--- config.mk ---
export PLATFORM = sky130hd
export DESIGN_NAME = mc_queue
export DESIGN_NICKNAME = d
export VERILOG_FILES = /design/src/rtl/mc_queue_pkg.sv /design/src/rtl/mc_queue_chan_ctl.sv /design/src/rtl/mc_queue.sv
export SDC_FILE = /design/constraint.sdc
export NUM_CORES = 2
export LEC_CHECK = 0
export ABC_CLOCK_PERIOD_IN_PS = 6900
export CORE_MARGIN = 5
export CORE_UTILIZATION = 45
export DETAILED_ROUTE_END_ITERATION = 7
export GPL_ROUTABILITY_DRIVEN = 0
export PLACE_DENSITY_LB_ADDON = 0.08
export SLEW_MARGIN = 15
export SYNTH_ARGS = -nofsm -noshare
export SYNTH_HDL_FRONTEND = slang
export SYNTH_HIERARCHICAL = 1
export SYNTH_SLANG_ARGS = --single-unit
--- constraint.sdc ---
create_clock -name clk -period 6.9 [get_ports clk]
set_input_delay 0.69 -clock clk [delete_from_list [all_inputs] [get_ports clk]]
set_output_delay 0.69 -clock clk [all_outputs]
set_load 0.01 [all_outputs]
--- src/rtl/mc_queue_pkg.sv ---
// Shared width helpers for the multi-channel queue and its bench.
package mc_queue_pkg;

    function automatic int ch_w(input int c);
        return (c > 1) ? $clog2(c) : 1;
    endfunction

    function automatic int cnt_w(input int n);
        return $clog2(n) + 1;
    endfunction

endpackage

--- src/rtl/mc_queue_chan_ctl.sv ---
// One channel's pointer pair, accept logic, flush and occupancy flags.
module mc_queue_chan_ctl
    import mc_queue_pkg::*;
#(
    parameter int N  = 16,
    parameter int AF = 14
) (
    input  logic                  clk,
    input  logic                  rst,
    input  logic                  push,
    input  logic                  pop,
    input  logic                  flush,
    output logic [$clog2(N)-1:0]  waddr,
    output logic [$clog2(N)-1:0]  raddr,
    output logic                  empty,
    output logic                  full,
    output logic                  afull,
    output logic [cnt_w(N)-1:0]   cnt,
    output logic                  push_ok,
    output logic                  pop_ok,
    output logic                  ovf,
    output logic                  udf
);
    localparam int AW   = $clog2(N);
    localparam int CNTW = cnt_w(N);

    // x is the wrap bit; a carry out of a lands in x, so {x,a}+1 wraps cleanly.
    typedef struct packed {
        logic          x;
        logic [AW-1:0] a;
    } ptr_t;

    ptr_t wptr;
    ptr_t rptr;

    assign waddr = wptr.a;
    assign raddr = rptr.a;
    assign empty = (wptr == rptr);
    assign full  = (wptr.x != rptr.x) && (wptr.a == rptr.a);
    assign cnt   = wptr - rptr;
    assign afull = (cnt >= CNTW'(AF));

    assign push_ok = push & ~full & ~flush;
    assign pop_ok  = pop & ~empty & ~flush;
    assign ovf     = push & full & ~flush;
    assign udf     = pop & empty & ~flush;

    always_ff @(posedge clk or posedge rst) begin
        if (rst) begin
            wptr <= '0;
            rptr <= '0;
        end else begin
            if (push_ok) wptr <= wptr + 1'b1;
            if (flush)
                rptr <= wptr;
            else if (pop_ok)
                rptr <= rptr + 1'b1;
        end
    end

endmodule

--- src/rtl/mc_queue.sv ---
// C independent FIFOs sharing one storage array, with per-channel flags and sticky errors.
module mc_queue
    import mc_queue_pkg::*;
#(
    parameter int W  = 32,
    parameter int N  = 16,
    parameter int C  = 4,
    parameter int AF = 14
) (
    input  logic                      clk,
    input  logic                      rst,
    input  logic                      push,
    input  logic [ch_w(C)-1:0]        push_ch,
    input  logic [W-1:0]              push_data,
    input  logic                      pop,
    input  logic [ch_w(C)-1:0]        pop_ch,
    output logic [W-1:0]              pop_data,
    input  logic [C-1:0]              flush,
    output logic [C-1:0]              empty_w,
    output logic [C-1:0]              full_w,
    output logic [C-1:0]              afull_w,
    output logic [C*cnt_w(N)-1:0]     cnt_r,
    output logic                      err_ovf_r,
    output logic                      err_udf_r
);
    localparam int AW   = $clog2(N);
    localparam int CW   = ch_w(C);
    localparam int CNTW = cnt_w(N);

    // Handshake: push is taken at the edge when the target channel is neither
    // full nor flushed; pop likewise when not empty nor flushed. No ready is
    // returned -- refused requests are dropped and raise the sticky error flags
    // (except when refused because of a flush). pop_data is show-ahead.
    logic [W-1:0]  mem [C][N];
    logic [AW-1:0] waddr [C];
    logic [AW-1:0] raddr [C];
    logic [C-1:0]  push_ok;
    logic [C-1:0]  pop_ok;
    logic [C-1:0]  ovf;
    logic [C-1:0]  udf;

    for (genvar c = 0; c < C; c++) begin : g_chan
        mc_queue_chan_ctl #(.N(N), .AF(AF)) u_ctl (
            .clk     (clk),
            .rst     (rst),
            .push    (push && (push_ch == CW'(c))),
            .pop     (pop && (pop_ch == CW'(c))),
            .flush   (flush[c]),
            .waddr   (waddr[c]),
            .raddr   (raddr[c]),
            .empty   (empty_w[c]),
            .full    (full_w[c]),
            .afull   (afull_w[c]),
            .cnt     (cnt_r[c*CNTW +: CNTW]),
            .push_ok (push_ok[c]),
            .pop_ok  (pop_ok[c]),
            .ovf     (ovf[c]),
            .udf     (udf[c])
        );
    end

    always_ff @(posedge clk) begin
        if (|push_ok) mem[push_ch][waddr[push_ch]] <= push_data;
    end

    assign pop_data = mem[pop_ch][raddr[pop_ch]];

    always_ff @(posedge clk or posedge rst) begin
        if (rst) begin
            err_ovf_r <= 1'b0;
            err_udf_r <= 1'b0;
        end else begin
            err_ovf_r <= err_ovf_r | (|ovf);
            err_udf_r <= err_udf_r | (|udf);
        end
    end

endmodule

==> impl_metrics.ini <==
[outcome]
status = completed

[setup_path]
crit_slowest_cell = mux4_4
critPathKind = reg -> out
critPathMaxFanout = 31
crit_family = buffers and inverters
startpoint = g_chan[2].u_ctl/raddr[1]$_DFFE_PP0P_
critPathMaxStageDelay_ps = 870
crit_cells = 8
r2r_cells = 10
crit_buf_inv = 3
worstPathCellList = mux4_4, buf_12, buf_4, mux2i_1, a22oi_1, nand2_1, a32oi_1, clkdlybuf4s50_1
required_ps = 6210
critPathLaunchType = flip-flop
r2r_start = g_chan[0].u_ctl/raddr[2]$_DFFE_PP0P_
critical_path_arrival_ps = 4900
end_kind = output pin

[routing]
vias_per_cell = 5.96
routed_wl_microns = 222000
firstDrtPassIters = 5
drcViolationCount = 0
drt_first_iter_violations = 4263
vias = 39500
ant_nets = 0
wl_per_cell_microns = 33.5

[synth]
yosysWarningCount = 6
netlist_instances = 3793
synth.cell_area_sq_um = 82300
syn-num-nets = 3865
synth_area_per_cell_sq_um = 21.7

[clocking]
cts_resized = 0
cts_setup_buffers = 0
root_buffer = clkbuf_16
clkSlewWorstSetupHoldPaths_ps = 60
clk_latency_ps = 850
cts.sinks = 2090
cts_tree = yes
h-tree-depth = 4
clock_path_buffers = 3
numCtsBuffers = 215
cts-hold-fix-buffers = 0

[cells_and_area]
area_growth_pct = 14.0
stdcell_count = 6631
nets = 4138
final_area_sq_um = 93800
drive_gt1_share_pct = 26.8
fillers = 14400

[sta]
final_max_slew_viol_count = 0
fin_crit_ps = 5590
fmax_mhz = 179
max-slew-margin-rel_pct = 32.0
setup_viol = 0
hold_viol = 0
rsz0062_at_grt = no
min_period_over_period_pct = 81.0
tns_ps = 0
clock_skew_ps = 41.6
worstMarginPinSlew_ps = 1020
hold_ws_ps = 224

[power_and_ir_drop]
p_leak_nw = 29.9
report.power.total_mw = 31.6
power_density_nw_per_um2 = 337
irDropWorstVdd_v = 0.000281

[die]
initial_core_util_pct = 45.1
ios = 110
core-area_sq_um = 182000
row_count = 157
fp.dieW_microns = 438
die_h_microns = 438
die_area_sq_um = 192000

[global_route]
grt_overflow = 0
grt_max_degree = 96
track_usage_pct = 23.2
grt_antenna_before_repair = 16
grt_pass1_vias = 40000
grt_pass1_wl_microns = 314000

[run]
max_cap_viol_count = 0

[placed_design]
port_buffers = 109
dpl-instance-area_sq_um = 87300
dp_hpwl_microns = 127000
dpl.cell_count = 6234

[min_path]
holdCritPathClass = in -> async
path summary, 6_finish.rpt:
| check | slack (ps) | end |
|---|---|---|
| max | 1310 | pop_data[27] |
| min | 220 | err_udf_r$_DFF_PP0_ |
| max reg2reg | 2640 | mem[2][46]$_DFFE_PP_ |
| min reg2reg | 470 | err_udf_r$_DFF_PP0_ |
| max in group asynchronous | 6220 | g_chan[0].u_ctl/raddr[2]$_DFFE_PP0P_ |
| min in group clk | 390 | mem[0][316]$_DFFE_PP_ |
cell usage in the layout (no fill, tap or decap), drive strengths merged, types with 35 or more instances in the layout:
cell type / n
mux2i: 273
clkinv: 99
buf: 211
clkdlybuf4s50: 75
a21oi: 47
mux4: 519
edfxtp: 2048
nand3: 35
clkbuf: 280
dfrtp: 42
nor2: 118
nand2: 139
inv: 45
worst register-to-register path, delay by kind of cell (launching register included):
kind / cells / cell delay (ps)
and+or+nand+nor: 6 / 2210
buffers and inverters: 2 / 490
DFF: 1 / 480
AOI/OAI and AO/OA: 1 / 410
adders and majority gates: 1 / 370
metal layers:
layer | part of all wire (%) | routed length [microns] | up-vias | global-route usage (%)
li1 | - | - | 16400 | -
met1 | 43 | 95700 | 21700 | 33.7
met2 | 49 | 108000 | 1171 | 37.5
met3 | 5.8 | 12900 | 261 | 3.48
met4 | 2.2 | 4900 | 2 | 5.57
met5 | 0.0032 | 7 | - | 0
through the flow:
stage,setup slack (ps),util [%]
after floorplan,2610,-
after global placement,1320,47.8
after detailed placement,1350,47.8
after CTS,1320,51.4
after global routing,1260,51.4
final,1310,51.4
flip-flops by register name (all words and copies together), names as in the netlist:
name and flops:
err_ovf_r 1, err_udf_r 1, g_chan.u_ctl/raddr 16, g_chan.u_ctl/rptr 4, g_chan.u_ctl/waddr 16, g_chan.u_ctl/wptr 4
mem 2048
report_power, final:
group / switching [mW] / internal (mW)
clock network: 4.81 / 6.05
logic: 3.97 / 2.38
registers: 0.220 / 14.2
final cells by class:
class	instances	area, sq um	share of cell area [%]
sequential	2090	62600	66.7
multi-input combinational	1434	19000	20.2
clock buffer	280	5690	6.06
tap	2385	2980	3.18
timing repair buffer	286	2620	2.79
clock inverter	114	836	0.891
inverter	39	146	0.156
antenna	3	7.51	0.00800
Note: power is estimated with default switching activity, not from simulation.
